[src/rtl/mem_stage_ctrl.sv]
// Memory-stage controller: issues lw/sw to a req/ack data memory, stalls upstream
// until the ack, and registers the M/W instruction/result; a wait counter aborts hung requests.
module mem_stage_ctrl #(
  parameter int ADDR_W  = 12,
  parameter int TIMEOUT = 16
) (
  input  logic              clock,
  input  logic              reset,
  input  logic [31:0]       ir_in,
  input  logic [31:0]       o_in,
  input  logic [31:0]       b_in,
  input  logic [31:0]       mem_rdata,
  input  logic              mem_ack,
  output logic              mem_req,
  output logic              mem_we,
  output logic [ADDR_W-1:0] mem_addr,
  output logic [31:0]       mem_wdata,
  output logic              stall,
  output logic [31:0]       ir_out,
  output logic [31:0]       o_out,
  output logic              err
);
  localparam logic [4:0] OP_SW    = 5'b00111;
  localparam logic [4:0] OP_LW    = 5'b01000;
  localparam logic [7:0] CNT_LAST = 8'(TIMEOUT - 1);

  typedef enum logic {IDLE, WAIT} state_t;

  state_t     state, state_nx;
  logic [7:0] cnt, cnt_nx;
  logic       is_lw, is_sw, mem_op, abort;

  assign is_lw  = (ir_in[31:27] == OP_LW);
  assign is_sw  = (ir_in[31:27] == OP_SW);
  assign mem_op = is_lw | is_sw;

  // Ack on the last allowed cycle beats the abort.
  assign abort     = (state == WAIT) && (cnt == CNT_LAST) && !mem_ack;
  assign mem_req   = mem_op;
  assign mem_we    = is_sw;
  assign mem_addr  = o_in[ADDR_W-1:0];
  assign mem_wdata = b_in;
  assign stall     = mem_req & ~mem_ack & ~abort;

  always_ff @(posedge clock or posedge reset) begin
    if (reset) begin
      state <= IDLE;
      cnt   <= 8'd0;
    end else begin
      state <= state_nx;
      cnt   <= cnt_nx;
    end
  end

  always_comb begin
    state_nx = state;
    cnt_nx   = cnt;
    case (state)
      IDLE: begin
        if (mem_op && !mem_ack) begin
          state_nx = WAIT;
          cnt_nx   = 8'd1;
        end
      end
      WAIT: begin
        // A vanished mem_op cannot happen with a well-behaved upstream; recover anyway.
        if (!mem_op || mem_ack || abort) begin
          state_nx = IDLE;
          cnt_nx   = 8'd0;
        end else begin
          cnt_nx = cnt + 8'd1;
        end
      end
      default: begin
        state_nx = IDLE;
        cnt_nx   = 8'd0;
      end
    endcase
  end

  always_ff @(posedge clock or posedge reset) begin
    if (reset) begin
      ir_out <= 32'd0;
      o_out  <= 32'd0;
      err    <= 1'b0;
    end else begin
      err <= err | abort;
      if (stall || abort) begin
        ir_out <= 32'd0;
        o_out  <= 32'd0;
      end else begin
        ir_out <= ir_in;
        o_out  <= is_lw ? mem_rdata : o_in;
      end
    end
  end
endmodule

[config.mk]
export PLATFORM = sky130hd
export DESIGN_NAME = mem_stage_ctrl
export DESIGN_NICKNAME = d
export VERILOG_FILES = /design/src/rtl/mem_stage_ctrl.sv
export SDC_FILE = /design/constraint.sdc
export NUM_CORES = 1
export LEC_CHECK = 0
export BUFFER_PORTS_ARGS = -buffer_cell sky130_fd_sc_hd__buf_2
export CORE_ASPECT_RATIO = 1.5
export CORE_MARGIN = 5
export CORE_UTILIZATION = 28
export DETAILED_ROUTE_END_ITERATION = 10
export GPL_ROUTABILITY_DRIVEN = 1
export PLACE_DENSITY = 0.62
export SLEW_MARGIN = 30
export SYNTH_ARGS = -nofsm -noshare
export SYNTH_HDL_FRONTEND = slang
export SYNTH_SLANG_ARGS = --single-unit
export TNS_END_PERCENT = 100
[constraint.sdc]
create_clock -name clock -period 2.8 [get_ports clock]
set_input_delay 0.14 -clock clock [delete_from_list [all_inputs] [get_ports clock]]
set_output_delay 0.14 -clock clock [all_outputs]
set_load 0.02 [all_outputs]
==> impl_results.md <==
- GRT Total Usage: 0.128
- Unrepaired setup endpoints after global routing: false
- TritonCTS buffer count: 9
- I/O Buffers: 178
- Crit Path Class: flop to flop
- Fin util: 0.376
- H-tree depth: 3
- Status: completed
- Initial antenna violation count: 0
- Slew margin rel.: 0.609
- First-pass GRT wire length: 14000 microns
- Mapped Area: 3230 sq um
- Total gr overflow: 0
- Leakage power: 2.23 nW
- Clk_skew: 0.00741 ns
- Final Net Count: 581
- Final routed DRC violation total: 0
- Synthesized area per cell: 10.2 sq um
- Placement row count: 48
- F_max: 0.463 GHz
- IO Pins: 243
- Hold WS: 0.0387 ns
- Hpwl dp: 6890 microns
- Startpoint types: flop
- Routed WL: 8890 microns
- Post-CTS Setup Inserts: 0
- Synth warnings: 0
- Worst min-delay path class: input port to flop
- Fill count: 1177
- # setup viols final: 0
- Layout area overhead: 32.8%
- Crit path time final: 2.16 ns
- Tightest Pin Transition: 0.585 ns
- Clock buffer depth: 2
- Pins Over Slew Limit: 0
- Clock Pin Slew Worst Setup and Hold Paths: 0.06 ns
- Via density: 4.45
- Max Cap Viol: 0
- Critical Path RT: 2.98 ns
- Clock sinks: 74
- Period utilization: 0.771
- Asr flop ratio synth: 1.00
- Setup TNS: 0 ns
- Die height: 142 microns
- Tot Pwr: 2.83 mW
- Drt initial violations: 84
- Initial Utilization: 0.283
- PnR worst setup slack: 0.641 ns
- Largest net degree at the start of global routing: 38
- Number of flops mapped to enable cells by yosys: 0
- CTS tree: yes
- FF+latch count, synth: 74
- Antenna cells: 0
- Pwr Density: 659 nW/um^2
- Post-Place Worst Slack: 0.479 ns
- Yosys cell types: 36
- Top_reg_cell synth: dfrtp_1
- Pre-antenna DRT Iters: 4
- Width of the chip: 97.8 microns
- Share of layout cells above drive strength 1: 0.449
- Number of routed nets with antenna violations: 0
- # hold bufs at CTS: 1
- Core area: 11400 sq um
- DIE AREA: 13800 sq um
- CP arrival: 2.34 ns
- Syn Nets: 449
- Clk_lat worst skew: 0.33 ns
- Max VDD drop: 0.000254 V
- Crit path capture type: flop
- CTS root buffer: clkbuf_16
- Mapped Cells: 317
- Via count: 2687
- Post-CTS Resized: 0
- Crit-path max FO: 32
- Register area share after synthesis: 0.573
- Vias in the first global route: 2736
- Endpoints failing hold: 0
- Routed WL per cell: 14.7 microns
- Final GP Congestion: 0.841
-- cells by family after synthesis --
kind of cell,share of synthesized area
buffers and inverters,0.132
muxes,0.00309
xor gates and xnor gates,0.00542
adders and majority gates,0.00387
DFF,0.573
AOI/OAI and AO/OA,0.0936
and+or+nand+nor,0.189
-- cells in the final DEF (no fill, tap or decap), drive strengths merged, types with 2 or more instances in the layout --
cell type,Yosys,layout
a211oi,3,3
a21oi,36,36
and3,34,34
buf,54,182
bufinv,0,3
clkbuf,8,12
dfrtp,74,74
inv,3,2
nand2,67,67
nand3,6,6
nand4,2,2
nor2,5,5
nor2b,2,2
o2bb2ai,2,2
or4b,2,2
xor2,2,2
-- state kept, by name (all words and copies together), names as in the netlist --
| signal | cells |
|---|---|
| cnt | 8 |
| err | 1 |
| ir_out | 32 |
| o_out | 32 |
| state | 1 |
-- stage by stage --
| stage | cell area, sq um | instances |
|---|---|---|
| floorplan | 3230 | 317 |
| global placement | 3930 | 587 |
| detailed placement | 3930 | 587 |
| CTS | 4290 | 604 |
| global route | 4290 | 604 |
| finish | 4290 | 604 |
-- area by class of cell --
cell class	count	area (sq um)	area share
well taps	150	188	0.0437
multi-input cells	178	957	0.223
repair buffers	183	931	0.217
inverters	3	12.5	0.00291
clock inverters	4	97.6	0.0227
clock buffers	12	256	0.0597
flip-flops and latches	74	1850	0.431
-- where the power goes --
| group | leakage (nW) | switching [mW] | internal (mW) |
|---|---|---|---|
| sequential | 0.889 | 0.0219 | 1.13 |
| combinational | 1.17 | 0.202 | 0.136 |
| clock | 0.169 | 0.418 | 0.919 |
| total | 2.23 | 0.642 | 2.19 |
-- worst max-delay path: stages, from the launching register on --
cell and delay, ns:
dfrtp_1 0.41, nor4_1 0.44, nand3_1 0.44, nand2_2 0.61
a21oi_1 0.10
-- final timing paths --
path | startpoint | endpoint | slack (ns) | cells after the start
min reg2reg | err | err | 0.46 | 1
max | cnt[5] | o_out[13] | 0.64 | 4
min | ir_in[25] | ir_out[25] | 0.04 | 2
min in group asynchronous | reset | ir_out[6] | 0.29 | 3
max reg2reg | cnt[5] | o_out[13] | 0.64 | 4
max in group asynchronous | reset | o_out[28] | 1.81 | 4
-- layer usage --
metal,global-route usage,up-vias,wire [microns],part of all wire
met2,0.222,138,4660,0.52
met4,0.0868,0,421,0.047
li1,-,1280,-,-
met3,0.0457,47,807,0.091
met1,0.128,1222,3000,0.34
met5,0,-,0,0
-- synthesized netlist by cell type, drive strengths merged, types with 2 or more instances --
master / n / share of area
clkbuf: 8 / 0.0093
nand2: 67 / 0.079
dfrtp: 74 / 0.57
xor2: 2 / 0.0054
and3: 34 / 0.066
buf: 54 / 0.12
or4b: 2 / 0.0062
o2bb2ai: 2 / 0.0054
nand4: 2 / 0.0039
nor2: 5 / 0.0058
a21oi: 36 / 0.059
nand3: 6 / 0.0093
a211oi: 3 / 0.0070
nor2b: 2 / 0.0039
inv: 3 / 0.0035
Power figures use the tool's default switching activity.
